**src/rtl/proc_pkg.sv**
```systemverilog
// Shared opcode, state and ALU select definitions for the nibble processor.
package proc_pkg;

   localparam int unsigned ADDR_W = 12;
   localparam int unsigned OP_W   = 4;
   localparam int unsigned BYTE_W = 8;
   localparam int unsigned ALU_W  = 3;

   // Opcode nibbles.
   localparam logic [OP_W-1:0] OP_NOP   = 4'h0;
   localparam logic [OP_W-1:0] OP_LIT   = 4'h1;
   localparam logic [OP_W-1:0] OP_ADDI  = 4'h2;
   localparam logic [OP_W-1:0] OP_SUBI  = 4'h3;
   localparam logic [OP_W-1:0] OP_NANDI = 4'h4;
   localparam logic [OP_W-1:0] OP_CMPI  = 4'h5;
   localparam logic [OP_W-1:0] OP_OUT   = 4'h6;
   localparam logic [OP_W-1:0] OP_IN    = 4'h7;
   localparam logic [OP_W-1:0] OP_JMP   = 4'h8;
   localparam logic [OP_W-1:0] OP_JC    = 4'h9;
   localparam logic [OP_W-1:0] OP_JNC   = 4'hA;
   localparam logic [OP_W-1:0] OP_JZ    = 4'hB;
   localparam logic [OP_W-1:0] OP_JNZ   = 4'hC;
   localparam logic [OP_W-1:0] OP_RSV0  = 4'hD;
   localparam logic [OP_W-1:0] OP_RSV1  = 4'hE;
   localparam logic [OP_W-1:0] OP_HALT  = 4'hF;

   // ALU function selects.
   localparam logic [ALU_W-1:0] ALU_PASS_A = 3'b000;
   localparam logic [ALU_W-1:0] ALU_SUB    = 3'b001;
   localparam logic [ALU_W-1:0] ALU_PASS_B = 3'b010;
   localparam logic [ALU_W-1:0] ALU_ADD    = 3'b011;
   localparam logic [ALU_W-1:0] ALU_NAND   = 3'b100;

   // Phase machine encoding.
   typedef enum logic [1:0] {
      ST_FETCH = 2'd0,
      ST_EXEC  = 2'd1,
      ST_ADDR  = 2'd2,
      ST_HALT  = 2'd3
   } state_t;

   // Opcodes that occupy a second (address) byte.
   function automatic logic is_jump(input logic [OP_W-1:0] op);
      return (op >= OP_JMP) && (op <= OP_JNZ);
   endfunction

   // Opcodes whose ALU result latches C/Z.
   function automatic logic sets_flags(input logic [OP_W-1:0] op);
      return (op == OP_ADDI) || (op == OP_SUBI) || (op == OP_CMPI);
   endfunction

endpackage

```
**src/rtl/decode_control_if.sv**
```systemverilog
// Fetch-register / ALU / datapath-strobe bundle around the control stage.
interface decode_control_if;
   import proc_pkg::*;

   logic [OP_W-1:0]   INSTR;
   logic [OP_W-1:0]   OPRND;
   logic [BYTE_W-1:0] PROG_BYTE;
   logic              C_IN;
   logic              ZERO_IN;

   logic              FETCH_EN;
   logic              PC_INC;
   logic              PC_LOAD;
   logic [ADDR_W-1:0] PC_TARGET;
   logic              ACC_EN;
   logic              OPRND_OE;
   logic              IN_OE;
   logic              ACC_OE;
   logic              OUT_WE;
   logic [ALU_W-1:0]  ALU_SEL;
   logic              C_FLAG;
   logic              Z_FLAG;
   logic              HALTED;

   // Control stage side.
   modport master (
      input  INSTR, OPRND, PROG_BYTE, C_IN, ZERO_IN,
      output FETCH_EN, PC_INC, PC_LOAD, PC_TARGET, ACC_EN, OPRND_OE, IN_OE,
             ACC_OE, OUT_WE, ALU_SEL, C_FLAG, Z_FLAG, HALTED
   );

   // Datapath side.
   modport slave (
      output INSTR, OPRND, PROG_BYTE, C_IN, ZERO_IN,
      input  FETCH_EN, PC_INC, PC_LOAD, PC_TARGET, ACC_EN, OPRND_OE, IN_OE,
             ACC_OE, OUT_WE, ALU_SEL, C_FLAG, Z_FLAG, HALTED
   );

endinterface

```
**src/rtl/decode_control_jump_cond.sv**
```systemverilog
// Jump condition evaluation against the architectural flags.
module jump_cond
   import proc_pkg::*;
(
   input  logic [OP_W-1:0] INSTR,
   input  logic            C_FLAG,
   input  logic            Z_FLAG,
   output logic            take
);

   // Non-jump opcodes never take.
   always_comb begin
      take = 1'b0;
      case (INSTR)
         OP_JMP:  take = 1'b1;
         OP_JC:   take = C_FLAG;
         OP_JNC:  take = ~C_FLAG;
         OP_JZ:   take = Z_FLAG;
         OP_JNZ:  take = ~Z_FLAG;
         default: take = 1'b0;
      endcase
   end

endmodule

```
**src/rtl/decode_control.sv**
```systemverilog
// Fetch/execute phase machine, C/Z flag register and datapath strobe decode.
module decode_control
   import proc_pkg::*;
(
   input  logic              CLK,
   input  logic              RST,
   decode_control_if.master  bus
);

   state_t            state;
   state_t            state_nxt;
   logic              c_flag;
   logic              z_flag;
   logic              flag_we;
   logic              take;

   logic              fetch_en;
   logic              pc_inc;
   logic              pc_load;
   logic              acc_en;
   logic              oprnd_oe;
   logic              in_oe;
   logic              acc_oe;
   logic              out_we;
   logic [ALU_W-1:0]  alu_sel;
   logic              halted;

   jump_cond u_jump_cond (
      .INSTR  (bus.INSTR),
      .C_FLAG (c_flag),
      .Z_FLAG (z_flag),
      .take   (take)
   );

   // State and flag registers; flags latch only at the end of a flag-setting EXEC.
   always_ff @(posedge CLK) begin
      if (RST) begin
         state  <= ST_FETCH;
         c_flag <= 1'b0;
         z_flag <= 1'b0;
      end else begin
         state <= state_nxt;
         if (flag_we) begin
            c_flag <= bus.C_IN;
            z_flag <= bus.ZERO_IN;
         end
      end
   end

   // Next state and strobe decode; reset overrides every strobe in the same cycle.
   always_comb begin
      state_nxt = state;
      flag_we   = 1'b0;
      fetch_en  = 1'b0;
      pc_inc    = 1'b0;
      pc_load   = 1'b0;
      acc_en    = 1'b0;
      oprnd_oe  = 1'b0;
      in_oe     = 1'b0;
      acc_oe    = 1'b0;
      out_we    = 1'b0;
      alu_sel   = ALU_PASS_B;
      halted    = 1'b0;

      case (state)
         ST_FETCH: begin
            fetch_en  = 1'b1;
            pc_inc    = 1'b1;
            state_nxt = ST_EXEC;
         end

         ST_EXEC: begin
            state_nxt = ST_FETCH;
            flag_we   = sets_flags(bus.INSTR);
            case (bus.INSTR)
               OP_LIT: begin
                  oprnd_oe = 1'b1;
                  alu_sel  = ALU_PASS_A;
                  acc_en   = 1'b1;
               end
               OP_ADDI: begin
                  oprnd_oe = 1'b1;
                  alu_sel  = ALU_ADD;
                  acc_en   = 1'b1;
               end
               OP_SUBI: begin
                  oprnd_oe = 1'b1;
                  alu_sel  = ALU_SUB;
                  acc_en   = 1'b1;
               end
               OP_NANDI: begin
                  oprnd_oe = 1'b1;
                  alu_sel  = ALU_NAND;
                  acc_en   = 1'b1;
               end
               OP_CMPI: begin
                  oprnd_oe = 1'b1;
                  alu_sel  = ALU_SUB;
               end
               OP_OUT: begin
                  alu_sel = ALU_PASS_B;
                  acc_oe  = 1'b1;
                  out_we  = 1'b1;
               end
               OP_IN: begin
                  in_oe   = 1'b1;
                  alu_sel = ALU_PASS_A;
                  acc_en  = 1'b1;
               end
               OP_HALT: state_nxt = ST_HALT;
               default: begin
                  if (is_jump(bus.INSTR)) begin
                     state_nxt = ST_ADDR;
                  end
               end
            endcase
         end

         ST_ADDR: begin
            // Taken jumps load the target; otherwise step over the address byte.
            pc_load   = take;
            pc_inc    = ~take;
            state_nxt = ST_FETCH;
         end

         ST_HALT: begin
            halted    = 1'b1;
            state_nxt = ST_HALT;
         end

         default: state_nxt = ST_FETCH;
      endcase

      if (RST) begin
         flag_we  = 1'b0;
         fetch_en = 1'b0;
         pc_inc   = 1'b0;
         pc_load  = 1'b0;
         acc_en   = 1'b0;
         oprnd_oe = 1'b0;
         in_oe    = 1'b0;
         acc_oe   = 1'b0;
         out_we   = 1'b0;
         alu_sel  = ALU_PASS_B;
         halted   = 1'b0;
      end
   end

   // Jump target is always presented; only PC_LOAD decides whether it is used.
   assign bus.PC_TARGET = {bus.OPRND, bus.PROG_BYTE};
   assign bus.FETCH_EN  = fetch_en;
   assign bus.PC_INC    = pc_inc;
   assign bus.PC_LOAD   = pc_load;
   assign bus.ACC_EN    = acc_en;
   assign bus.OPRND_OE  = oprnd_oe;
   assign bus.IN_OE     = in_oe;
   assign bus.ACC_OE    = acc_oe;
   assign bus.OUT_WE    = out_we;
   assign bus.ALU_SEL   = alu_sel;
   assign bus.C_FLAG    = c_flag;
   assign bus.Z_FLAG    = z_flag;
   assign bus.HALTED    = halted;

endmodule

```
**src/flat_wrapper.sv**
```systemverilog
// flat-port wrapper written by rule: the top's interface ports become plain ports
module decode_control_flat import proc_pkg::*;
  (CLK, RST, bus_INSTR, bus_OPRND, bus_PROG_BYTE, bus_C_IN, bus_ZERO_IN, bus_FETCH_EN, bus_PC_INC, bus_PC_LOAD, bus_PC_TARGET, bus_ACC_EN, bus_OPRND_OE, bus_IN_OE, bus_ACC_OE, bus_OUT_WE, bus_ALU_SEL, bus_C_FLAG, bus_Z_FLAG, bus_HALTED);
  decode_control_if bus_i ();
  input  logic CLK;
  input  logic RST;
  input wire logic [$bits(bus_i.INSTR)-1:0] bus_INSTR;
  input wire logic [$bits(bus_i.OPRND)-1:0] bus_OPRND;
  input wire logic [$bits(bus_i.PROG_BYTE)-1:0] bus_PROG_BYTE;
  input wire logic [$bits(bus_i.C_IN)-1:0] bus_C_IN;
  input wire logic [$bits(bus_i.ZERO_IN)-1:0] bus_ZERO_IN;
  output wire logic [$bits(bus_i.FETCH_EN)-1:0] bus_FETCH_EN;
  output wire logic [$bits(bus_i.PC_INC)-1:0] bus_PC_INC;
  output wire logic [$bits(bus_i.PC_LOAD)-1:0] bus_PC_LOAD;
  output wire logic [$bits(bus_i.PC_TARGET)-1:0] bus_PC_TARGET;
  output wire logic [$bits(bus_i.ACC_EN)-1:0] bus_ACC_EN;
  output wire logic [$bits(bus_i.OPRND_OE)-1:0] bus_OPRND_OE;
  output wire logic [$bits(bus_i.IN_OE)-1:0] bus_IN_OE;
  output wire logic [$bits(bus_i.ACC_OE)-1:0] bus_ACC_OE;
  output wire logic [$bits(bus_i.OUT_WE)-1:0] bus_OUT_WE;
  output wire logic [$bits(bus_i.ALU_SEL)-1:0] bus_ALU_SEL;
  output wire logic [$bits(bus_i.C_FLAG)-1:0] bus_C_FLAG;
  output wire logic [$bits(bus_i.Z_FLAG)-1:0] bus_Z_FLAG;
  output wire logic [$bits(bus_i.HALTED)-1:0] bus_HALTED;
  assign bus_i.INSTR = bus_INSTR;
  assign bus_i.OPRND = bus_OPRND;
  assign bus_i.PROG_BYTE = bus_PROG_BYTE;
  assign bus_i.C_IN = bus_C_IN;
  assign bus_i.ZERO_IN = bus_ZERO_IN;
  assign bus_FETCH_EN = bus_i.FETCH_EN;
  assign bus_PC_INC = bus_i.PC_INC;
  assign bus_PC_LOAD = bus_i.PC_LOAD;
  assign bus_PC_TARGET = bus_i.PC_TARGET;
  assign bus_ACC_EN = bus_i.ACC_EN;
  assign bus_OPRND_OE = bus_i.OPRND_OE;
  assign bus_IN_OE = bus_i.IN_OE;
  assign bus_ACC_OE = bus_i.ACC_OE;
  assign bus_OUT_WE = bus_i.OUT_WE;
  assign bus_ALU_SEL = bus_i.ALU_SEL;
  assign bus_C_FLAG = bus_i.C_FLAG;
  assign bus_Z_FLAG = bus_i.Z_FLAG;
  assign bus_HALTED = bus_i.HALTED;
  decode_control u_core (.CLK(CLK), .RST(RST), .bus(bus_i));
endmodule
```
**config.mk**
```make
export PLATFORM = sky130hd
export DESIGN_NAME = decode_control_flat
export DESIGN_NICKNAME = d
export VERILOG_FILES = /design/src/rtl/proc_pkg.sv /design/src/rtl/decode_control_if.sv /design/src/rtl/decode_control_jump_cond.sv /design/src/rtl/decode_control.sv /design/src/flat_wrapper.sv
export SDC_FILE = /design/constraint.sdc
export NUM_CORES = 1
export LEC_CHECK = 0
export CAP_MARGIN = 20
export CORE_UTILIZATION = 32
export DETAILED_ROUTE_END_ITERATION = 16
export GPL_TIMING_DRIVEN = 0
export PLACE_DENSITY_LB_ADDON = 0.2
export SYNTH_ARGS = -nofsm -noshare
export SYNTH_HDL_FRONTEND = slang
export SYNTH_SLANG_ARGS = --single-unit
```
**constraint.sdc**
```tcl
create_clock -name CLK -period 7.2 [get_ports CLK]
set_clock_uncertainty 0.2 [all_clocks]
set_input_delay 2.16 -clock CLK [delete_from_list [all_inputs] [get_ports CLK]]
set_output_delay 2.16 -clock CLK [all_outputs]
set_load 0.005 [all_outputs]
```
# --- After elaboration in Yosys (flattened, before gate mapping) ---
# Cells that the tools add are included.
totals:
  reg_bits: 4
  out_inout_bits: 26
  word_cells: 62
classes:
  n_lt_le_gt_ge: 2
  n_eq_ne: 16
  n_mux: 29
  bitwise_logic: 3
  n_reduce_logical: 9
ops:
  columns: ["op", "n"]
  rows:
  - ["4-bit equality test, second input constant", 6]
  - ["1-bit two-way mux", 21]
  - ["4-bit by 3-bit equality test with 1-bit output, second input constant", 4]
  - ["3-bit one-hot mux with 4 select lines", 1]
  - ["5-bit OR reduction", 2]
  - ["4-bit by 2-bit equality test with 1-bit output, second input constant", 2]
  - ["2-bit one-hot mux with 4 select lines", 1]
  - ["7-bit OR reduction", 1]
  - ["3-bit two-way mux", 2]
  - ["1-bit one-hot mux with 5 select lines", 1]
  - ["2-bit equality test, second input constant", 2]
  - ["4-bit by 1-bit equality test with 1-bit output, second input constant", 1]
  - ["4-bit >= comparator, second input constant", 1]
  - ["4-bit <= comparator, second input constant", 1]
  - ["2-bit one-hot mux with 2 select lines", 1]
  - ["2-bit OR reduction", 2]
  - ["1-bit NOT", 3]
  - ["2-bit by 1-bit equality test with 1-bit output, second input constant", 1]
  - ["2-bit logical NOT", 1]
  - ["1-bit logical OR", 2]
  - ["2-bit two-way mux", 1]
  - ["1-bit one-hot mux with 2 select lines", 1]
  - ["1-bit logical AND", 1]

# --- Longest topological paths before layout ---
# Gate-level depths: netlist of the first run.
logic_depth:
  depth_word: 5
  depth_mapped: 5
  ltp_nobuf: 3

# --- Modules after synthesis ---
# A second synthesis of the first run with hierarchy kept.
hier_totals:
  cells_unflattened: 65
  hier_area_um2: 520.5
by_module_without_submodules:
  columns: ["module", "n_inst", "cells_per_inst", "area_per_inst_um2"]
  rows:
  - ["decode_control", 1, 58, 479.2]
  - ["jump_cond", 1, 7, 41.3]

# --- Worst setup path before layout of the first run ---
# No wires, ideal clock.
synth_timing:
  path_kind: "input to output"
  start: "input RST"
  end: "output bus_ALU_SEL[2]"
  t_arrival_ns: 3.177
  path_slack_ns: 1.663
  path_stages: 3
  n_path_buf: 1
  cell_sequence: "buf_2 -> or4b_4 -> nor4b_1"
synth_between:
  elab_chain_cells: 1
synth_lines:
  columns: ["element", "line", "source"]
  rows:
  - ["start: declaration", "flat_wrapper.sv:6", "input logic RST;"]
  - ["3-bit two-way mux", "decode_control.sv:134", "if (RST) begin"]
  - ["end: declaration", "flat_wrapper.sv:21", "output wire logic [$bits(bus_i.ALU_SEL)-1:0] bus_ALU_SEL;"]
# Every way passes these cells.

# --- Final worst setup path of the first run ---
layout_timing:
  start: "input bus_INSTR[3]"
  end: "output bus_ALU_SEL[2]"
layout_between:
  elab_chain_cells: 5
  word_cells_on_any_way: 11
  cone_classes: "eq/ne: 6; mux: 3; reduce/logical: 2"
layout_lines:
  columns: ["element", "line", "source"]
  rows:
  - ["start: declaration", "flat_wrapper.sv:7", "input wire logic [$bits(bus_i.INSTR)-1:0] bus_INSTR;"]
  - ["4-bit by 1-bit equality test with 1-bit output (tied with other cells)", "decode_control.sv:75", "case (bus.INSTR)"]
  - ["2-bit OR reduction (no line)", null, null]
  - ["3-bit one-hot mux with 4 select lines (*)", "decode_control.sv:75", null]
  - ["3-bit two-way mux (*)", "decode_control.sv:65", "case (state)"]
  - ["3-bit two-way mux (*)", "decode_control.sv:134", null]
# Mark *: on every way between the ends. The rest lies on a longest branch, timed or not.

==> impl_results.html, run 1 <==
<table>
<tr><th>Metric</th><th>Value</th></tr>
<tr><th colspan="2">Finish</th></tr>
<tr><td>Layout Area Growth over Synthesis</td><td>71.5%</td></tr>
<tr><td>Share of final-layout standard cells stronger than drive strength 1</td><td>25.3%</td></tr>
<tr><td>Antenna cell count</td><td>0</td></tr>
<tr><td>Fill cell instance count of the final layout</td><td>139</td></tr>
<tr><td>Layout net count</td><td>117</td></tr>
<tr><th colspan="2">Worst setup path</th></tr>
<tr><td>Longest individual stage delay on the worst path</td><td>0.61 ns</td></tr>
<tr><td>Worst endpoint required time</td><td>around 4.8 ns</td></tr>
<tr><td>Data arrival at the endpoint of the critical path</td><td>4.13 ns</td></tr>
<tr><td>Startpoint type of the worst setup path</td><td>input pin</td></tr>
<tr><td>Maximum fanout encountered on the critical timing path</td><td>5</td></tr>
<tr><td>Nature of the critical path endpoint</td><td>output pin</td></tr>
<tr><td>Critical path class</td><td>input pin to output pin</td></tr>
<tr><td>Critical-path cell with the highest stage delay</td><td>sky130_fd_sc_hd__or4b_4</td></tr>
<tr><td>Most used cell, CP</td><td>sky130_fd_sc_hd__clkdlybuf4s50_1</td></tr>
<tr><td>Crit path cell chain</td><td>clkdlybuf4s50_1 &gt; or4b_4 &gt; nor4b_1 &gt; clkdlybuf4s50_1</td></tr>
<tr><th colspan="2">STA</th></tr>
<tr><td>Count of final hold-check violations</td><td>0</td></tr>
<tr><td>Tcrit/Tclk final</td><td>90.2%</td></tr>
<tr><td>Time the final worst path needs with I/O delays and setup</td><td>around 6.5 ns</td></tr>
<tr><td>Normalized max-slew margin</td><td>70.5%</td></tr>
<tr><td>Unrepaired setup endpoints after global routing</td><td>no</td></tr>
<tr><td>Total negative slack</td><td>0 ns</td></tr>
<tr><td>Peak clock frequency supported by timing</td><td>154 MHz</td></tr>
<tr><td>Final max-slew violation count</td><td>0</td></tr>
<tr><td>Worst slew pin tran</td><td>0.436 ns</td></tr>
<tr><td>Setup WS post-layout</td><td>~0.71 ns</td></tr>
<tr><td>Number of failing setup endpoints in the final timing report</td><td>0</td></tr>
<tr><th colspan="2">Die</th></tr>
<tr><td>Initial standard-cell utilization of the core</td><td>36.0%</td></tr>
<tr><td>Total die area</td><td>0.00170 sq mm</td></tr>
<tr><td>Chip height</td><td>a little over 40 um</td></tr>
<tr><td>Width of the die</td><td>41.2 um</td></tr>
<tr><td>Number of placed I/O pins</td><td>46</td></tr>
<tr><td>Row Count</td><td>13</td></tr>
<tr><td>Core outline area</td><td>0.00137 sq mm</td></tr>
<tr><th colspan="2">GRT</th></tr>
<tr><td>Global-route wire length before repair</td><td>1.80 mm</td></tr>
<tr><td>Via count of the first global-routing pass</td><td>446</td></tr>
<tr><td>GRT Total Usage</td><td>15.9%</td></tr>
<tr><td>Leftover overflow at the end of global routing</td><td>0</td></tr>
<tr><td>Largest net degree at the start of global routing</td><td>11</td></tr>
<tr><td>Initial antenna violation count</td><td>0</td></tr>
<tr><th colspan="2">Drt</th></tr>
<tr><td>Total length of routed wires</td><td>1.27 mm</td></tr>
<tr><td>Number of DRC violations after detailed routing</td><td>0</td></tr>
<tr><td>Post-route ant nets</td><td>0</td></tr>
<tr><td>Vias per Instance</td><td>4.91</td></tr>
<tr><td>Average wire per cell in the routed design</td><td>~12 um</td></tr>
<tr><td>Wire length on met1</td><td>roughly 570 um</td></tr>
<tr><td>Top routing layer in use</td><td>met3</td></tr>
<tr><td>Amount of wire on met2 after detailed routing</td><td>607 um</td></tr>
<tr><td>Length of the first detailed-routing pass in iterations</td><td>3</td></tr>
<tr><td>Number of DRC markers in iteration 0</td><td>4</td></tr>
<tr><td>Vias</td><td>540</td></tr>
<tr><td>Metal3 WL</td><td>about 90 um</td></tr>
<tr><th colspan="2">Yosys</th></tr>
<tr><td>EDFF count, synth</td><td>0</td></tr>
<tr><td>Number of standard cells after synthesis</td><td>61</td></tr>
<tr><td>Syn avg cell area</td><td>8.06 sq um</td></tr>
<tr><td>Net count of the mapped netlist</td><td>81</td></tr>
<tr><td>Cell area after synthesis</td><td>492 sq um</td></tr>
<tr><td>Post-synthesis sequential area ratio</td><td>16.3%</td></tr>
<tr><td>FFs w/ async S/R, synth</td><td>0%</td></tr>
<tr><td>Synthesized flop and latch total</td><td>4</td></tr>
<tr><td>Cell types with the largest area share after synthesis</td><td>sky130_fd_sc_hd__buf_4, sky130_fd_sc_hd__dfxtp_1, sky130_fd_sc_hd__mux2_4</td></tr>
<tr><td>Main flop type after synthesis</td><td>sky130_fd_sc_hd__dfxtp_1</td></tr>
<tr><td>Most instantiated library cell after synthesis</td><td>sky130_fd_sc_hd__buf_4</td></tr>
<tr><td>Leading cell types by count after synthesis</td><td>sky130_fd_sc_hd__buf_4, sky130_fd_sc_hd__dfxtp_1, sky130_fd_sc_hd__nor2_1</td></tr>
<tr><td>Yosys warning count</td><td>0</td></tr>
<tr><td>Share of Yosys cell area claimed by the top area cell type</td><td>19.8%</td></tr>
<tr><td>Cell taking the most area after synthesis</td><td>sky130_fd_sc_hd__buf_4</td></tr>
<tr><td>Number of library cell types mapped by synthesis</td><td>30</td></tr>
<tr><th colspan="2">CTS</th></tr>
<tr><td>Count of H-tree levels built during CTS</td><td>1</td></tr>
<tr><td>Largest buffer count on any clock path</td><td>2</td></tr>
<tr><td>Post-CTS sizing</td><td>0</td></tr>
<tr><td>Setup fix buffers added after clock tree synthesis</td><td>0</td></tr>
<tr><td>Number of clock sinks</td><td>4</td></tr>
<tr><td>Clock buffers created by TritonCTS</td><td>3</td></tr>
<tr><td>Hold-fix buffer count after cts</td><td>0</td></tr>
<tr><td>Clk root buf</td><td>sky130_fd_sc_hd__clkbuf_4</td></tr>
<tr><td>Clock transition at the registers of the reported paths</td><td>0.03 ns</td></tr>
<tr><td>Skew-Pair Late Insertion Delay</td><td>about 0.23 ns</td></tr>
<tr><td>CTS tree</td><td>done</td></tr>
<tr><th colspan="2">Flow run</th></tr>
<tr><td>Max_cap viols</td><td>0</td></tr>
<tr><th colspan="2">Power and ir drop</th></tr>
<tr><td>Static power due to leakage</td><td>0.325 nW</td></tr>
<tr><td>Worst supply voltage drop on vdd</td><td>0.0000422 V</td></tr>
<tr><td>Power per standard cell area</td><td>102 mW/mm^2</td></tr>
<tr><th colspan="2">Hold path</th></tr>
<tr><td>Path category of the worst min-delay check</td><td>flip-flop to flip-flop</td></tr>
<tr><th colspan="2">Place</th></tr>
<tr><td>Port Buffers</td><td>31</td></tr>
<tr><td>Post-detail-place hpwl</td><td>968 um</td></tr>
<tr><td>Final Wtd Congestion</td><td>0.703</td></tr>
<tr><td>Worst Setup Slack post-DPL</td><td>between 0.7 and 0.8 ns</td></tr>
<tr><th colspan="2">Outcome</th></tr>
<tr><td>Outcome</td><td>finished, final reports clean</td></tr>
</table>
## power by group
part            total, W  switching (W)  internal (W)
Combinational  0.0000345      0.0000123     0.0000222
Clock          0.0000274     0.00000874     0.0000186
Sequential     0.0000246     0.00000122     0.0000234
## cell families after synthesis
| family | synth area share, % |
|---|---|
| simple gates | 30.5 |
| flops | 16.3 |
| buf+inv | 26.5 |
| mux | 8.40 |
| xor+xnor | 3.56 |
| compound gates | 14.8 |
## metal layers
metal	vias up	track usage (%)
met4	0	7.26
met3	0	3.26
li1	273	-
met2	21	27.0
met1	246	18.8
met5	-	0
## worst paths after layout
| kind | start | slack (ns) | to | depth (start not counted) |
|---|---|---|---|---|
| worst min-delay path | u_core.state[1]$_SDFF_PP0_ | 0.36 | u_core.state[0]$_SDFF_PP0_ | 2 |
| worst min register to register | u_core.state[1]$_SDFF_PP0_ | 0.36 | u_core.state[0]$_SDFF_PP0_ | 2 |
| worst max-delay path | bus_INSTR[3] | 0.71 | bus_ALU_SEL[2] | 4 |
| worst max register to register | u_core.state[1]$_SDFF_PP0_ | 5.41 | u_core.bus.Z_FLAG$_SDFFE_PP0P_ | 4 |
## flip-flops by register name, summed over array words and instances (netlist names)
signal             count
u_core.state           2
u_core.bus.C_FLAG      1
u_core.bus.Z_FLAG      1
## layout make-up
class | instances | area [sq um] | area share [%]
buffer | 18 | 126 | 15.0
clock buffer | 3 | 22.5 | 2.67
inverter | 1 | 3.75 | 0.445
multi-input combinational | 38 | 282 | 33.4
sequential | 4 | 80.1 | 9.50
tap | 15 | 18.8 | 2.23
timing repair buffer | 31 | 310 | 36.8
## placed cells by master, fill, tap and decap left out, types with 2 or more instances in the layout
cell	count
sky130_fd_sc_hd__mux2_4	2
sky130_fd_sc_hd__o21ai_0	2
sky130_fd_sc_hd__a21boi_0	2
sky130_fd_sc_hd__buf_4	13
sky130_fd_sc_hd__nor4b_1	2
sky130_fd_sc_hd__buf_2	2
sky130_fd_sc_hd__nor3_1	3
sky130_fd_sc_hd__clkbuf_1	2
sky130_fd_sc_hd__dfxtp_1	4
sky130_fd_sc_hd__nor2_1	4
sky130_fd_sc_hd__nand3b_1	2
sky130_fd_sc_hd__nor3b_1	2
sky130_fd_sc_hd__nor4_1	2
sky130_fd_sc_hd__nor2b_1	3
sky130_fd_sc_hd__clkbuf_4	3
sky130_fd_sc_hd__clkdlybuf4s50_1	31
## per-stage QoR
stage / util, % / hold WS [ns] / cell area (sq um) / std cells / total power (W)
floorplan: - / 0.321 / 492 / 61 / 0.0000429
global placement: 60.1 / 0.354 / 821 / 107 / 0.0000588
finish: 61.7 / 0.362 / 843 / 110 / 0.0000864
CTS: 61.7 / 0.364 / 843 / 110 / 0.0000880
global route: 61.7 / 0.408 / 843 / 110 / 0.0000925
detailed placement: 60.1 / 0.354 / 821 / 107 / 0.0000594
## worst max-delay path, delay by kind of cell
kind                   cells  cell delay (ns)
and+or+nand+nor            2             0.92
buffers and inverters      2             1.05
(Power assumes the default switching activity.)
==> run 2, diff against run 1 <==
--- a/config.mk
+++ b/config.mk
@@ -5,8 +5,12 @@
 export SDC_FILE = /design/constraint.sdc
 export NUM_CORES = 1
 export LEC_CHECK = 0
+export ABC_CLOCK_PERIOD_IN_PS = 6500
 export CAP_MARGIN = 20
-export CORE_UTILIZATION = 32
+export CELL_PAD_IN_SITES_DETAIL_PLACEMENT = 0
+export CELL_PAD_IN_SITES_GLOBAL_PLACEMENT = 1
+export CORE_ASPECT_RATIO = 1.25
+export CORE_UTILIZATION = 19
 export DETAILED_ROUTE_END_ITERATION = 16
 export GPL_TIMING_DRIVEN = 0
 export PLACE_DENSITY_LB_ADDON = 0.2
==> constraint.sdc (replaced) <==
create_clock -name CLK -period 6.5 [get_ports CLK]
set_clock_uncertainty 0.2 [all_clocks]
set_input_delay 1.95 -clock CLK [delete_from_list [all_inputs] [get_ports CLK]]
set_output_delay 1.95 -clock CLK [all_outputs]
set_load 0.005 [all_outputs]
==> run 2 against run 1 <==
Global-route usage decreased by 5.8 points. Sequential power increased by 11%. Sequential cell count unchanged.
==> impl_results.html, run 2 (synthesis results as in run 1) <==
<table>
<tr><th>Metric</th><th>Value</th></tr>
<tr><th colspan="2">Hold path</th></tr>
<tr><td>Hold Startpoint</td><td>u_core.state[1]$_SDFF_PP0_</td></tr>
<tr><td>Hold-critical path depth</td><td>2 (unchanged)</td></tr>
<tr><td>Path category of the worst min-delay check</td><td>flip-flop to flip-flop</td></tr>
<tr><td>Endpoint of the worst hold path</td><td>u_core.state[0]$_SDFF_PP0_</td></tr>
<tr><th colspan="2">Finish</th></tr>
<tr><td>Most common library cell in the layout ignoring fill and taps</td><td>sky130_fd_sc_hd__clkdlybuf4s50_1</td></tr>
<tr><td>Sequential cell area in the final layout</td><td>80.1 sq um (unchanged)</td></tr>
<tr><td>Footprint of the multi-input gates</td><td>282 sq um (unchanged)</td></tr>
<tr><td>Share of final-layout standard cells stronger than drive strength 1</td><td>25.3% (unchanged)</td></tr>
<tr><td>Antenna cell count</td><td>0 (unchanged)</td></tr>
<tr><td>Max FFs per register</td><td>2 (unchanged)</td></tr>
<tr><td>Fill cell instance count of the final layout</td><td>290 (+110%)</td></tr>
<tr><td>Most frequent cells in the layout</td><td>sky130_fd_sc_hd__clkdlybuf4s50_1, sky130_fd_sc_hd__buf_4, sky130_fd_sc_hd__nor2_1, sky130_fd_sc_hd__dfxtp_1</td></tr>
<tr><td>Layout net count</td><td>117 (unchanged)</td></tr>
<tr><td>Layout Area Growth over Synthesis</td><td>76.1%</td></tr>
<tr><td>Register with the most flip-flops</td><td>u_core.state</td></tr>
<tr><th colspan="2">Die</th></tr>
<tr><td>Number of placed I/O pins</td><td>46 (unchanged)</td></tr>
<tr><td>Width of the die</td><td>47.5 um (+15%)</td></tr>
<tr><td>Core outline area</td><td>0.00245 sq mm (+79%)</td></tr>
<tr><td>Chip height</td><td>58.9 um (+43%)</td></tr>
<tr><td>Total die area</td><td>0.00280 sq mm (+65%)</td></tr>
<tr><td>Row Count</td><td>20 (+7)</td></tr>
<tr><td>Initial standard-cell utilization of the core</td><td>20.1% (-16 points)</td></tr>
<tr><th colspan="2">Place</th></tr>
<tr><td>Post-detail-place hpwl</td><td>986 um (+1.9%)</td></tr>
<tr><td>Final Wtd Congestion</td><td>0.692 (-1.6%)</td></tr>
<tr><td>Port Buffers</td><td>31 (unchanged)</td></tr>
<tr><th colspan="2">STA</th></tr>
<tr><td>Final max-slew violation count</td><td>0 (unchanged)</td></tr>
<tr><td>Total negative slack</td><td>0 ns (unchanged)</td></tr>
<tr><td>Final-layout worst hold slack</td><td>0.363 ns (+0.00151 ns)</td></tr>
<tr><td>Worst slew pin tran</td><td>0.428 ns (-0.00823 ns)</td></tr>
<tr><td>Tcrit/Tclk final</td><td>between 90 and 100%</td></tr>
<tr><td>Count of final hold-check violations</td><td>0 (unchanged)</td></tr>
<tr><td>Time the final worst path needs with I/O delays and setup</td><td>6.05 ns</td></tr>
<tr><td>Number of failing setup endpoints in the final timing report</td><td>0 (unchanged)</td></tr>
<tr><td>Peak clock frequency supported by timing</td><td>165 MHz</td></tr>
<tr><td>Unrepaired setup endpoints after global routing</td><td>no</td></tr>
<tr><td>Normalized max-slew margin</td><td>71.1% (+0.56 points)</td></tr>
<tr><th colspan="2">Worst setup path</th></tr>
<tr><td>Critical-path cell with the highest stage delay</td><td>sky130_fd_sc_hd__or4b_4</td></tr>
<tr><td>Critical path class</td><td>input pin to output pin</td></tr>
<tr><td>Crit path max-delay family</td><td>buffers and inverters</td></tr>
<tr><td>Nature of the critical path endpoint</td><td>output pin</td></tr>
<tr><td>Startpoint type of the worst setup path</td><td>input pin</td></tr>
<tr><td>Longest individual stage delay on the worst path</td><td>0.61 ns (about the same)</td></tr>
<tr><td>Data arrival at the endpoint of the critical path</td><td>3.90 ns (-0.23 ns)</td></tr>
<tr><td>Buffering stage count on the worst path with inverters included</td><td>2 (unchanged)</td></tr>
<tr><td>Worst r2r path cells</td><td>4 (unchanged)</td></tr>
<tr><td>Crit path cell chain</td><td>clkdlybuf4s50_1 &gt; or4b_4 &gt; nor4b_1 &gt; clkdlybuf4s50_1</td></tr>
<tr><td>Most used cell, CP</td><td>sky130_fd_sc_hd__clkdlybuf4s50_1</td></tr>
<tr><td>Launch point of the worst reg-to-reg path</td><td>u_core.state[1]$_SDFF_PP0_</td></tr>
<tr><td>Reg-to-reg setup timing slack</td><td>4.71 ns (-0.70 ns)</td></tr>
<tr><td>Worst endpoint required time</td><td>4.35 ns (-0.49 ns)</td></tr>
<tr><td>Critical register-to-register path endpoint</td><td>u_core.bus.C_FLAG$_SDFFE_PP0P_</td></tr>
<tr><td>Maximum fanout encountered on the critical timing path</td><td>5 (unchanged)</td></tr>
<tr><th colspan="2">CTS</th></tr>
<tr><td>Number of clock sinks</td><td>4 (unchanged)</td></tr>
<tr><td>Skew-Pair Late Insertion Delay</td><td>0.23 ns (about the same)</td></tr>
<tr><td>Post-CTS sizing</td><td>0 (unchanged)</td></tr>
<tr><td>Largest buffer count on any clock path</td><td>2 (unchanged)</td></tr>
<tr><td>Clk root buf</td><td>sky130_fd_sc_hd__clkbuf_4</td></tr>
<tr><td>Clock transition at the registers of the reported paths</td><td>0.03 ns (about the same)</td></tr>
<tr><td>Count of H-tree levels built during CTS</td><td>1 (unchanged)</td></tr>
<tr><td>Setup fix buffers added after clock tree synthesis</td><td>0 (unchanged)</td></tr>
<tr><td>Clock buffers created by TritonCTS</td><td>3 (unchanged)</td></tr>
<tr><td>Hold-fix buffer count after cts</td><td>0 (unchanged)</td></tr>
<tr><td>CTS tree</td><td>done</td></tr>
<tr><th colspan="2">Power and ir drop</th></tr>
<tr><td>Sequential share of power</td><td>28.5% (about the same)</td></tr>
<tr><td>Static power due to leakage</td><td>0.325 nW (unchanged)</td></tr>
<tr><td>Combinational cell fraction of total power</td><td>39.8% (about the same)</td></tr>
<tr><td>Worst supply voltage drop on vdd</td><td>0.0000369 V (-13%)</td></tr>
<tr><td>Power per standard cell area</td><td>110 mW/mm^2 (+7.5%)</td></tr>
<tr><td>Part of the power in the clock network</td><td>31.7% (about the same)</td></tr>
<tr><td>Sw frac</td><td>25.4% (-0.28 points)</td></tr>
<tr><td>P_sw</td><td>0.0000242 W (+9.2%)</td></tr>
<tr><td>Int Power</td><td>0.0000711 W (+11%)</td></tr>
<tr><th colspan="2">Drt</th></tr>
<tr><td>Number of DRC markers in iteration 0</td><td>3 (-1)</td></tr>
<tr><td>Average wire per cell in the routed design</td><td>9.66 um (-16%)</td></tr>
<tr><td>Vias</td><td>526 (-2.6%)</td></tr>
<tr><td>Number of DRC violations after detailed routing</td><td>0 (unchanged)</td></tr>
<tr><td>Length of the first detailed-routing pass in iterations</td><td>4 (+1)</td></tr>
<tr><td>Total length of routed wires</td><td>1.24 mm (-2.8%)</td></tr>
<tr><td>Vias per Instance</td><td>4.11 (-16%)</td></tr>
<tr><td>Post-route ant nets</td><td>0 (unchanged)</td></tr>
<tr><th colspan="2">GRT</th></tr>
<tr><td>M2 GR Usage</td><td>15.1% (-12 points)</td></tr>
<tr><td>Grt met1 use</td><td>13.4% (-5.4 points)</td></tr>
<tr><td>GRT Total Usage</td><td>10.1% (-5.8 points)</td></tr>
<tr><td>Leftover overflow at the end of global routing</td><td>0 (unchanged)</td></tr>
<tr><td>Via count of the first global-routing pass</td><td>507 (+14%)</td></tr>
<tr><td>Largest net degree at the start of global routing</td><td>11 (unchanged)</td></tr>
<tr><td>Met3 Track Usage GR</td><td>1.23% (-2.0 points)</td></tr>
<tr><td>Initial antenna violation count</td><td>0 (unchanged)</td></tr>
<tr><td>GRT Max-Usage Layer</td><td>met2</td></tr>
<tr><td>Global-route wire length before repair</td><td>2.06 mm (+14%)</td></tr>
<tr><th colspan="2">Flow run</th></tr>
<tr><td>Max_cap viols</td><td>0 (unchanged)</td></tr>
<tr><th colspan="2">Outcome</th></tr>
<tr><td>Outcome</td><td>finished, final reports clean</td></tr>
</table>
-- run 2: worst max-delay path by stage --
stage | end | cells past startpoint | from
6_report | bus_ALU_SEL[2] | 4 | bus_INSTR[3]
3_3_place_gp | bus_ALU_SEL[2] | 4 | bus_INSTR[3]
2_1_floorplan | bus_ALU_SEL[2] | 3 | RST
4_1_cts | bus_ALU_SEL[2] | 4 | bus_INSTR[3]
5_1_grt | bus_PC_LOAD | 6 | bus_INSTR[0]
3_5_place_dp | bus_ALU_SEL[2] | 4 | bus_INSTR[3]
-- run 2: layout make-up --
cell class | count | area share [%]
clock buffers | 3 | 2.60
inverters | 1 | 0.434
well taps | 33 | 4.77
repair buffers | 31 | 35.8
multi-input cells | 38 | 32.5
flip-flops and latches | 4 | 9.25
plain buffers | 18 | 14.6
-- run 2: per-stage QoR --
stage               std cells  utilization [%]  instance area (sq um)  power (W)  setup slack [ns]
global route              128             35.3                    866   0.000103             0.347
floorplan                  61                -                    492  0.0000475              1.38
detailed placement        125             34.4                    843  0.0000659             0.441
global placement          125             34.4                    843  0.0000657             0.410
finish                    128             35.3                    866  0.0000954             0.445
CTS                       128             35.3                    866  0.0000971             0.412
-- run 2: power groups by stage --
stage / clock [W] / sequential [W] / combinational, W
3_5_place_dp: 0 / 0.0000276 / 0.0000383
6_report: 0.0000302 / 0.0000272 / 0.0000380
3_3_place_gp: 0 / 0.0000277 / 0.0000380
5_1_grt: 0.0000332 / 0.0000274 / 0.0000419
4_1_cts: 0.0000314 / 0.0000272 / 0.0000385
2_1_floorplan: 0 / 0.0000273 / 0.0000202
-- run 2: layer usage --
layer | vias up | routed length (um)
li1 | 268 | -
met1 | 227 | 603
met2 | 29 | 546
met3 | 2 | 72
met4 | 0 | 14
met5 | - | 0
-- run 2: tightest hold or removal path: stages, from the launching register on --
cell,delay [ns]
sky130_fd_sc_hd__dfxtp_1,0.31
sky130_fd_sc_hd__buf_6,0.13
sky130_fd_sc_hd__a211oi_1,0.07
==> run 3, diff against run 2 <==
--- a/config.mk
+++ b/config.mk
@@ -14,6 +14,8 @@
 export DETAILED_ROUTE_END_ITERATION = 16
 export GPL_TIMING_DRIVEN = 0
 export PLACE_DENSITY_LB_ADDON = 0.2
+export REMOVE_ABC_BUFFERS = 1
+export SETUP_SLACK_MARGIN = 0.3
 export SYNTH_ARGS = -nofsm -noshare
 export SYNTH_HDL_FRONTEND = slang
 export SYNTH_SLANG_ARGS = --single-unit
==> run 3 against run 2 <==
Core utilization fell by 9.2 points. Design area is 26% lower. Die area is the same. Sequential power up 2%. Clock power hardly changed. Global-route usage down 1.1 points. Critical endpoint unchanged. Highest routed layer unchanged.
==> impl_results.html, run 3 (synthesis results as in run 1) <==
<table>
<tr><th>Metric</th><th>Value</th></tr>
<tr><th colspan="2">Outcome</th></tr>
<tr><td>Outcome</td><td>finished, final reports clean</td></tr>
<tr><th colspan="2">Drt</th></tr>
<tr><td>Length of the first detailed-routing pass in iterations</td><td>3 (-1)</td></tr>
<tr><td>Average wire per cell in the routed design</td><td>11.8 um (+22%)</td></tr>
<tr><td>Number of DRC markers in iteration 0</td><td>4 (+1)</td></tr>
<tr><td>Number of DRC violations after detailed routing</td><td>0 (unchanged)</td></tr>
<tr><td>Vias</td><td>433 (-18%)</td></tr>
<tr><td>Total length of routed wires</td><td>1.18 mm (-4.4%)</td></tr>
<tr><td>Vias per Instance</td><td>4.33 (+5.4%)</td></tr>
<tr><td>Post-route ant nets</td><td>0 (unchanged)</td></tr>
<tr><th colspan="2">Power and ir drop</th></tr>
<tr><td>Power per standard cell area</td><td>127 mW/mm^2 (+15%)</td></tr>
<tr><td>P_sw</td><td>0.0000213 W (-12%)</td></tr>
<tr><td>Int Power</td><td>0.0000599 W (-16%)</td></tr>
<tr><td>Worst supply voltage drop on vdd</td><td>0.0000361 V (-2.0%)</td></tr>
<tr><td>Static power due to leakage</td><td>0.217 nW (-33%)</td></tr>
<tr><td>Sequential share of power</td><td>34.2% (+5.7 points)</td></tr>
<tr><td>Total power after layout</td><td>0.0000812 W (-15%)</td></tr>
<tr><td>Sw frac</td><td>26.2% (+0.77 points)</td></tr>
<tr><td>Part of the power in the clock network</td><td>36.9% (+5.2 points)</td></tr>
<tr><td>Combinational cell fraction of total power</td><td>28.9% (-11 points)</td></tr>
<tr><th colspan="2">STA</th></tr>
<tr><td>Final-layout worst hold slack</td><td>0.391 ns (+0.0280 ns)</td></tr>
<tr><td>Number of failing setup endpoints in the final timing report</td><td>0 (unchanged)</td></tr>
<tr><td>Normalized max-slew margin</td><td>68.4% (-2.7 points)</td></tr>
<tr><td>Tcrit/Tclk final</td><td>93.7% (+0.55 points)</td></tr>
<tr><td>Time the final worst path needs with I/O delays and setup</td><td>6.09 ns (+0.0355 ns)</td></tr>
<tr><td>Final max-slew violation count</td><td>0 (unchanged)</td></tr>
<tr><td>Worst slew pin tran</td><td>0.474 ns (+0.0456 ns)</td></tr>
<tr><td>Unrepaired setup endpoints after global routing</td><td>no</td></tr>
<tr><td>Total negative slack</td><td>0 ns (unchanged)</td></tr>
<tr><td>Count of final hold-check violations</td><td>0 (unchanged)</td></tr>
<tr><td>Peak clock frequency supported by timing</td><td>164 MHz (-0.58%)</td></tr>
<tr><th colspan="2">Worst setup path</th></tr>
<tr><td>Launch point of the worst reg-to-reg path</td><td>u_core.state[1]$_SDFF_PP0_</td></tr>
<tr><td>Startpoint type of the worst setup path</td><td>input pin</td></tr>
<tr><td>Nature of the critical path endpoint</td><td>output pin</td></tr>
<tr><td>Crit path cell chain</td><td>clkdlybuf4s50_1 &gt; or4b_4 &gt; nor4b_1 &gt; clkdlybuf4s50_1</td></tr>
<tr><td>Longest individual stage delay on the worst path</td><td>0.62 ns (about the same)</td></tr>
<tr><td>Maximum fanout encountered on the critical timing path</td><td>5 (unchanged)</td></tr>
<tr><td>Crit path max-delay family</td><td>buffers and inverters</td></tr>
<tr><td>Worst endpoint required time</td><td>4.35 ns (about the same)</td></tr>
<tr><td>Critical path class</td><td>input pin to output pin</td></tr>
<tr><td>Critical-path cell with the highest stage delay</td><td>sky130_fd_sc_hd__or4b_4</td></tr>
<tr><td>Most used cell, CP</td><td>sky130_fd_sc_hd__clkdlybuf4s50_1</td></tr>
<tr><td>Critical path origin</td><td>bus_INSTR[3]</td></tr>
<tr><td>Data arrival at the endpoint of the critical path</td><td>3.94 ns (+0.04 ns)</td></tr>
<tr><td>Buffering stage count on the worst path with inverters included</td><td>2 (unchanged)</td></tr>
<tr><th colspan="2">CTS</th></tr>
<tr><td>Clock buffers created by TritonCTS</td><td>3 (unchanged)</td></tr>
<tr><td>Skew-Pair Late Insertion Delay</td><td>0.23 ns (about the same)</td></tr>
<tr><td>Count of H-tree levels built during CTS</td><td>1 (unchanged)</td></tr>
<tr><td>Setup fix buffers added after clock tree synthesis</td><td>0 (unchanged)</td></tr>
<tr><td>Number of clock sinks</td><td>4 (unchanged)</td></tr>
<tr><td>Hold-fix buffer count after cts</td><td>0 (unchanged)</td></tr>
<tr><td>Largest buffer count on any clock path</td><td>2 (unchanged)</td></tr>
<tr><td>Clock transition at the registers of the reported paths</td><td>0.03 ns (about the same)</td></tr>
<tr><td>CTS tree</td><td>done</td></tr>
<tr><td>Clk root buf</td><td>sky130_fd_sc_hd__clkbuf_4</td></tr>
<tr><th colspan="2">GRT</th></tr>
<tr><td>GRT Total Usage</td><td>9.01% (-1.1 points)</td></tr>
<tr><td>Via count of the first global-routing pass</td><td>392 (-23%)</td></tr>
<tr><td>Leftover overflow at the end of global routing</td><td>0 (unchanged)</td></tr>
<tr><td>Global-route wire length before repair</td><td>1.75 mm (-15%)</td></tr>
<tr><td>Initial antenna violation count</td><td>0 (unchanged)</td></tr>
<tr><td>Largest net degree at the start of global routing</td><td>14 (+3)</td></tr>
<tr><th colspan="2">Die</th></tr>
<tr><td>Initial standard-cell utilization of the core</td><td>20.1% (unchanged)</td></tr>
<tr><td>Chip height</td><td>58.9 um (unchanged)</td></tr>
<tr><td>Row Count</td><td>20 (unchanged)</td></tr>
<tr><td>Width of the die</td><td>47.5 um (unchanged)</td></tr>
<tr><td>Total die area</td><td>0.00280 sq mm (unchanged)</td></tr>
<tr><td>Number of placed I/O pins</td><td>46 (unchanged)</td></tr>
<tr><td>Core outline area</td><td>0.00245 sq mm (unchanged)</td></tr>
<tr><th colspan="2">Hold path</th></tr>
<tr><td>Path category of the worst min-delay check</td><td>flip-flop to flip-flop</td></tr>
<tr><td>Hold Startpoint</td><td>u_core.state[0]$_SDFF_PP0_</td></tr>
<tr><th colspan="2">Finish</th></tr>
<tr><td>Share of the core filled with cells in the final layout</td><td>26.1% (-9.2 points)</td></tr>
<tr><td>Antenna cell count</td><td>0 (unchanged)</td></tr>
<tr><td>Max FFs per register</td><td>2 (unchanged)</td></tr>
<tr><td>Layout Area Growth over Synthesis</td><td>30.3%</td></tr>
<tr><td>Final Non-Filler Cells</td><td>100 (-22%)</td></tr>
<tr><td>Register with the most flip-flops</td><td>u_core.state</td></tr>
<tr><td>Most common library cell in the layout ignoring fill and taps</td><td>sky130_fd_sc_hd__clkdlybuf4s50_1</td></tr>
<tr><td>Layout net count</td><td>89 (-24%)</td></tr>
<tr><td>Share of final-layout standard cells stronger than drive strength 1</td><td>11.9% (-13 points)</td></tr>
<tr><td>Most frequent cells in the layout</td><td>sky130_fd_sc_hd__clkdlybuf4s50_1, sky130_fd_sc_hd__nor2_1, sky130_fd_sc_hd__dfxtp_1</td></tr>
<tr><th colspan="2">Place</th></tr>
<tr><td>Port Buffers</td><td>21 (-32%)</td></tr>
<tr><td>Final Wtd Congestion</td><td>0.661 (-4.4%)</td></tr>
<tr><td>Placed Cells</td><td>97 (-22%)</td></tr>
<tr><td>Post-detail-place hpwl</td><td>885 um (-10%)</td></tr>
<tr><th colspan="2">Flow run</th></tr>
<tr><td>Max_cap viols</td><td>0 (unchanged)</td></tr>
</table>
[run 3: cell count changes in the layout (fill, tap and decap cells not counted), sizes merged]
| cell | change |
|---|---|
| dlygate4sd2 | +1 |
| clkdlybuf4s50 | -12 |
| clkbuf | -2 |
| buf | -16 |
| dlymetal6s2s | +1 |
[run 3: metal layers]
metal	up-vias	global-route usage [%]	wire, um	part of all wire (%)
met5	-	0	0	0
met4	0	6.12	9	0.76
met3	2	5.83	139	12
met2	27	11.9	503	43
met1	192	10.2	529	45
li1	212	-	-	-
[run 3: area by class of cell]
| class | count | area [sq um] |
|---|---|---|
| Timing Repair Buffer | 21 | 211 |
| Inverter | 1 | 3.75 |
| Multi-Input combinational cell | 38 | 282 |
| Fill cell | 293 | 1810 |
| Tap cell | 33 | 41.3 |
| Clock buffer | 3 | 22.5 |
| Sequential cell | 4 | 80.1 |
[run 3: power by group through the flow]
stage               combinational, W  clock (W)  sequential [W]
floorplan                  0.0000102          0       0.0000276
global placement           0.0000239          0       0.0000282
global route               0.0000258  0.0000332       0.0000279
detailed placement         0.0000239          0       0.0000282
CTS                        0.0000239  0.0000316       0.0000278
finish                     0.0000235  0.0000299       0.0000278
[run 3: path summary, 6_finish.rpt]
| check | end | slack (ns) | depth (start not counted) |
|---|---|---|---|
| max | bus_ALU_SEL[2] | 0.41 | 4 |
| min | u_core.state[1]$_SDFF_PP0_ | 0.39 | 2 |
| max reg2reg | u_core.bus.Z_FLAG$_SDFFE_PP0P_ | 4.74 | 3 |
| min reg2reg | u_core.state[1]$_SDFF_PP0_ | 0.39 | 2 |
[run 3: per-stage QoR]
step	setup WS (ns)	cell area [sq um]
after floorplan	1.49	365
after global placement	0.280	617
after detailed placement	0.301	617
after CTS	0.353	638
after global routing	0.302	641
final	0.410	641
[run 3: what timing repair did]
item	CTS	global route
gates resized for setup	1	1
endpoints found under the setup margin	1	2
pin swaps	0	0
[run 3: worst min-delay path: cells and delay by family, from the launching register on]
family / cells / cell delay (ns)
buf+inv: 1 / 0.12
flops: 1 / 0.35
simple gates: 1 / 0.07
